--- src/rtl/spi_byte_transceiver.sv ---
// SPI mode-0 slave byte engine: synchronises SCLK/SS/MOSI into clk, assembles MSB-first bytes
// and shifts a transmit byte out on MISO. Define SPI_BYTE_ECHO_EN to loop received bytes back to MISO.
module spi_byte_transceiver #(
    parameter int SYNC_STAGES = 2
) (
    input  logic       clk,
    input  logic       rst,
    input  logic       hw_spi_clk,
    input  logic       hw_spi_ss,
    input  logic       hw_spi_mosi,
    output logic       hw_spi_miso,
    input  logic [7:0] tx_byte,
    output logic       tx_ack,
    output logic       spi_active,
    output logic [7:0] byte_out,
    output logic       byte_ready,
    output logic       frame_abort
);

    // Input synchroniser chains; index 0 samples the pin, the top index is the synchronised value.
    logic [SYNC_STAGES-1:0] sclk_sync_reg;
    logic [SYNC_STAGES-1:0] ss_sync_reg;
    logic [SYNC_STAGES-1:0] mosi_sync_reg;
    logic                   sclk_d_reg;
    logic                   ss_d_reg;

    logic sclk_s;
    logic ss_s;
    logic mosi_s;
    logic rise;
    logic fall;
    logic sel;
    logic desel;

    logic [2:0] bit_cnt_reg,     bit_cnt_next;
    logic [7:0] rx_shift_reg,    rx_shift_next;
    logic [7:0] tx_shift_reg,    tx_shift_next;
    logic [7:0] byte_out_reg,    byte_out_next;
    logic       byte_ready_reg,  byte_ready_next;
    logic       tx_ack_reg,      tx_ack_next;
    logic       frame_abort_reg, frame_abort_next;
    logic       spi_active_reg;
    logic       miso_reg,        miso_next;

    logic [7:0] rx_assembled;
    logic [7:0] load_on_sel;
    logic [7:0] load_on_done;

    always_ff @(posedge clk) begin
        if (rst) begin
            sclk_sync_reg <= '0;
            ss_sync_reg   <= '1;
            mosi_sync_reg <= '0;
            sclk_d_reg    <= 1'b0;
            ss_d_reg      <= 1'b1;
        end else begin
            sclk_sync_reg <= {sclk_sync_reg[SYNC_STAGES-2:0], hw_spi_clk};
            ss_sync_reg   <= {ss_sync_reg[SYNC_STAGES-2:0], hw_spi_ss};
            mosi_sync_reg <= {mosi_sync_reg[SYNC_STAGES-2:0], hw_spi_mosi};
            sclk_d_reg    <= sclk_sync_reg[SYNC_STAGES-1];
            ss_d_reg      <= ss_sync_reg[SYNC_STAGES-1];
        end
    end

    assign sclk_s = sclk_sync_reg[SYNC_STAGES-1];
    assign ss_s   = ss_sync_reg[SYNC_STAGES-1];
    assign mosi_s = mosi_sync_reg[SYNC_STAGES-1];

    assign rise  =  sclk_s & ~sclk_d_reg;
    assign fall  = ~sclk_s &  sclk_d_reg;
    assign sel   =  ss_d_reg & ~ss_s;
    assign desel = ~ss_d_reg &  ss_s;

    assign rx_assembled = {rx_shift_reg[6:0], mosi_s};

`ifdef SPI_BYTE_ECHO_EN
    // Loopback: a frame opens with the last byte seen, and each completed byte is echoed next.
    assign load_on_sel  = byte_out_reg;
    assign load_on_done = rx_assembled;
`else
    assign load_on_sel  = tx_byte;
    assign load_on_done = tx_byte;
`endif

    always_comb begin
        bit_cnt_next     = bit_cnt_reg;
        rx_shift_next    = rx_shift_reg;
        tx_shift_next    = tx_shift_reg;
        byte_out_next    = byte_out_reg;
        byte_ready_next  = 1'b0;
        tx_ack_next      = 1'b0;
        frame_abort_next = 1'b0;

        if (desel) begin
            // Deselect overrides any coincident SCLK edge; a partial byte is discarded.
            bit_cnt_next = 3'd0;
            if (bit_cnt_reg != 3'd0) begin
                frame_abort_next = 1'b1;
            end
        end else if (sel) begin
            bit_cnt_next  = 3'd0;
            tx_shift_next = load_on_sel;
            tx_ack_next   = 1'b1;
        end else if (!ss_s) begin
            if (rise) begin
                rx_shift_next = rx_assembled;
                bit_cnt_next  = bit_cnt_reg + 3'd1;
                if (bit_cnt_reg == 3'd7) begin
                    byte_out_next   = rx_assembled;
                    byte_ready_next = 1'b1;
                    tx_shift_next   = load_on_done;
                    tx_ack_next     = 1'b1;
                end
            end else if (fall && (bit_cnt_reg != 3'd0)) begin
                // The fall after a byte boundary is skipped so the new bit 7 stays on MISO.
                tx_shift_next = {tx_shift_reg[6:0], 1'b0};
            end
        end
    end

    always_comb begin
        miso_next = 1'b0;
        if (!ss_s) begin
            miso_next = tx_shift_reg[7];
        end
    end

    always_ff @(posedge clk) begin
        if (rst) begin
            bit_cnt_reg     <= 3'd0;
            rx_shift_reg    <= 8'd0;
            tx_shift_reg    <= 8'd0;
            byte_out_reg    <= 8'd0;
            byte_ready_reg  <= 1'b0;
            tx_ack_reg      <= 1'b0;
            frame_abort_reg <= 1'b0;
            spi_active_reg  <= 1'b0;
            miso_reg        <= 1'b0;
        end else begin
            bit_cnt_reg     <= bit_cnt_next;
            rx_shift_reg    <= rx_shift_next;
            tx_shift_reg    <= tx_shift_next;
            byte_out_reg    <= byte_out_next;
            byte_ready_reg  <= byte_ready_next;
            tx_ack_reg      <= tx_ack_next;
            frame_abort_reg <= frame_abort_next;
            spi_active_reg  <= ~ss_s;
            miso_reg        <= miso_next;
        end
    end

    assign hw_spi_miso = miso_reg;
    assign tx_ack      = tx_ack_reg;
    assign spi_active  = spi_active_reg;
    assign byte_out    = byte_out_reg;
    assign byte_ready  = byte_ready_reg;
    assign frame_abort = frame_abort_reg;

endmodule

--- config.mk ---
export PLATFORM = sky130hd
export DESIGN_NAME = spi_byte_transceiver
export DESIGN_NICKNAME = d
export VERILOG_FILES = /design/src/rtl/spi_byte_transceiver.sv
export SDC_FILE = /design/constraint.sdc
export NUM_CORES = 1
export LEC_CHECK = 0
export CAP_MARGIN = 20
export CORE_MARGIN = 2
export CORE_UTILIZATION = 52
export CTS_BUF_LIST = sky130_fd_sc_hd__clkbuf_4 sky130_fd_sc_hd__clkbuf_8 sky130_fd_sc_hd__clkbuf_16
export DETAILED_ROUTE_END_ITERATION = 8
export GPL_TIMING_DRIVEN = 0
export MAX_ROUTING_LAYER = met4
export PLACE_DENSITY_LB_ADDON = 0.2
export SLEW_MARGIN = 20
export SYNTH_ARGS = -nofsm -noshare
export SYNTH_HDL_FRONTEND = slang
export SYNTH_SLANG_ARGS = --single-unit
--- constraint.sdc ---
create_clock -name clk -period 1.7 [get_ports clk]
set_input_delay 0.34 -clock clk [delete_from_list [all_inputs] [get_ports clk]]
set_output_delay 0.34 -clock clk [all_outputs]
set_load 0.05 [all_outputs]
==> flow_metrics.py <==
metrics = {
    "status": {
        "status": "complete, no violations",
    },
    "route": {
        "via_count": 1172,
        "wl_per_cell_um": 12.4,
        "route.detailed.drc": 0,
        "drt-total-wl_mm": 2.83,
        "first_pass_iters": 4,
        "dr.first_iter.drc_count": 25,
        "viasPerCell": 5.16,
        "ant_nets": 0,
    },
    "synthesis": {
        "syn_area_sq_um": 1600,
        "synth_cells": 160,
        "synth_nets": 178,
        "syn_area_per_cell_sq_um": 10.0,
        "yosysWarningCount": 0,
        "ys_types": 33,
        "seq_area_frac_synth_pct": 48.7,
        "synth_seq_cells": 39,
    },
    "power": {
        "p_leak_nw": 0.792,
        "power_density_nw_per_um2": 774,
        "vdd_drop_max_mv": 0.578,
    },
    "layout": {
        "synthToLayoutAreaGrowth_pct": 22.3,
        "instances_no_fill": 227,
        "n_antenna_cell": 0,
        "layout.nets": 211,
        "fillers": 262,
        "drive_gt1_share_pct": 14.9,
    },
    "global_routing": {
        "antenna_found_initial": 0,
        "grt_pass1_wl_mm": 4.69,
        "track_usage_pct": 18.3,
        "grt_max_degree": 13,
        "grt-ovfl-total": 0,
        "grt_pass1_vias": 1087,
    },
    "clock_network": {
        "clk_path_buf_depth": 2,
        "clk_latency_ns": 0.34,
        "h-tree-depth": 2,
        "tritoncts": "yes",
        "path_clk_slew_ns": 0.11,
        "cts_sinks": 39,
        "cts_buffers": 5,
        "hold_buffers": 0,
        "root_buffer": "clkbuf_4",
    },
    "sta": {
        "setup_viol": 0,
        "setup_tns_ns": 0,
        "tightest_slew_ns": 0.501,
        "min_period_over_period_pct": 93.6,
        "hold_viol_final": 0,
        "final.setup_skew_ns": 0.00429,
        "fmax_ghz": 0.628,
        "slew_violations": 0,
        "max-slew-margin-rel_pct": 66.7,
        "period_needed_ns": 1.59,
        "timing.final.ws_setup_ns": 0.109,
    },
    "critical_path": {
        "critPathArrivalTime_ns": 1.82,
        "required_ns": 1.93,
        "cp_max_fo": 10,
        "critPathKind": "reg -> reg",
        "start_kind": "flop",
        "end_kind": "flop",
    },
    "die": {
        "io_pins": 26,
        "die-area_sq_um": 3540,
        "rows": 20,
        "fp.dieH_um": 59.5,
        "core_area_sq_um": 2980,
        "fp.dieW_um": 59.5,
        "start_util_pct": 53.8,
    },
    "placement": {
        "place_hpwl_mm": 2.09,
        "placedCellCount": 218,
        "port_buffers": 25,
        "place_congestion": 0.748,
        "detailedPlace.worstSlack_ns": -0.254,
    },
    "job": {
        "maxCapViolCount": 0,
    },
    "worst_hold_path": {
        "hp-class": "reg -> reg",
    },
}
## per-stage QoR
| stage | hold slack, ns | util, % | area [sq um] | power, mW |
|---|---|---|---|---|
| floorplan | 0.389 | - | 1600 | 1.02 |
| global placement | 0.395 | 63.6 | 1890 | 1.06 |
| detailed placement | 0.400 | 63.6 | 1890 | 1.07 |
| CTS | 0.429 | 65.3 | 1940 | 1.53 |
| global route | 0.437 | 65.8 | 1960 | 1.58 |
| finish | 0.424 | 65.8 | 1960 | 1.52 |
## synthesized netlist by cell type (all sizes together)
| library cell | instances | share of area, % |
|---|---|---|
| dfxtp | 39 | 49 |
| o21ai | 9 | 3.0 |
| and4bb | 1 | 0.78 |
| a211oi | 1 | 0.47 |
| nor2b | 13 | 5.2 |
| and2b | 1 | 0.63 |
| nand3 | 8 | 2.5 |
| a21o | 1 | 0.47 |
| nor2 | 13 | 3.0 |
| a221oi | 1 | 1.6 |
| or3 | 2 | 0.78 |
| nand2b | 1 | 0.39 |
| buf | 6 | 2.7 |
| clkbuf | 4 | 0.94 |
| xnor2 | 1 | 0.55 |
| or2 | 3 | 1.2 |
| ha | 5 | 3.9 |
| nor3b | 1 | 0.78 |
| inv | 6 | 1.4 |
| o41ai | 7 | 4.8 |
| nand2 | 10 | 2.3 |
| and3b | 1 | 0.55 |
| and2 | 1 | 0.39 |
| mux2i | 15 | 9.4 |
| a21oi | 10 | 3.4 |
## timing repair
| action | in CTS | in global routing |
|---|---|---|
| endpoints found under the setup margin | 30 | 20 |
| cloned | 0 | 0 |
| pin swaps | 1 | 1 |
| setup buffers | 1 | 0 |
| gates resized for setup | 15 | 8 |
## per-layer routing
layer	up-vias	part of all wire [%]	track usage [%]
li1	608	-	-
met4	0	1.1	8.57
met2	25	48	28.4
met5	-	0	-
met1	537	47	22.1
met3	2	4.4	4.80
## power breakdown
part / switching (mW) / internal (mW) / leakage, nW / total (mW)
registers: 0.00552 / 0.923 / 0.316 / 0.928
clock network: 0.296 / 0.176 / 0.0317 / 0.472
logic: 0.0591 / 0.0575 / 0.444 / 0.117
## area by class of cell
class                   count  area [sq um]  share of cell area (%)
clock buffers               6          45.0                    2.30
well taps                  33          41.3                    2.11
plain buffers              10          67.6                    3.45
inverters                   6          22.5                    1.15
repair buffers             26           241                    12.3
multi-input cells         105           744                    38.0
clock inverters             2          12.5                   0.639
flip-flops and latches     39           785                    40.0
## logic make-up (layout without fill, tap and decap cells)
logic type                 after synthesis  count (layout)  share of synthesized area, %
adders and majority gates                5               5                          3.91
muxes                                   15              15                          9.37
and+or+nand+nor                         55              55                          18.6
AOI/OAI and AO/OA                       29              29                          13.8
xor gates and xnor gates                 1               1                         0.547
buffers and inverters                   16              50                          5.08
DFF                                     39              39                          48.8
## worst max-delay path: stages (launching register included)
cell,delay [ns]
dfxtp_4,0.38
inv_1,0.06
ha_2,0.23
inv_1,0.07
a21o_1,0.23
buf_2,0.21
o21ai_0,0.20
o41ai_2,0.10
## path summary, 6_finish.rpt
path / slack [ns] / start / cells after the start / to
min reg2reg: 0.42 / ss_sync_reg[0] / 1 / ss_sync_reg[1]
max: 0.11 / ss_sync_reg[1] / 7 / tx_shift_reg[6]
max reg2reg: 0.11 / ss_sync_reg[1] / 7 / tx_shift_reg[6]
min: 0.42 / ss_sync_reg[0] / 1 / ss_sync_reg[1]
## layout by cell type, fill, tap and decap left out, types with 2 or more instances in the layout
cell / n
clkbuf_4: 6
nand2_1: 9
dlygate4sd2_1: 13
inv_1: 6
mux2i_1: 15
buf_6: 3
nand3_1: 8
dfxtp_1: 38
o41ai_1: 5
or3_1: 2
o21ai_0: 7
buf_4: 2
a21oi_1: 9
ha_1: 4
or2_2: 2
clkbuf_1: 3
nor2b_1: 12
nor2_1: 13
clkbuf_2: 2
o41ai_2: 2
clkdlybuf4s50_1: 12
(Power assumes the default switching activity.)
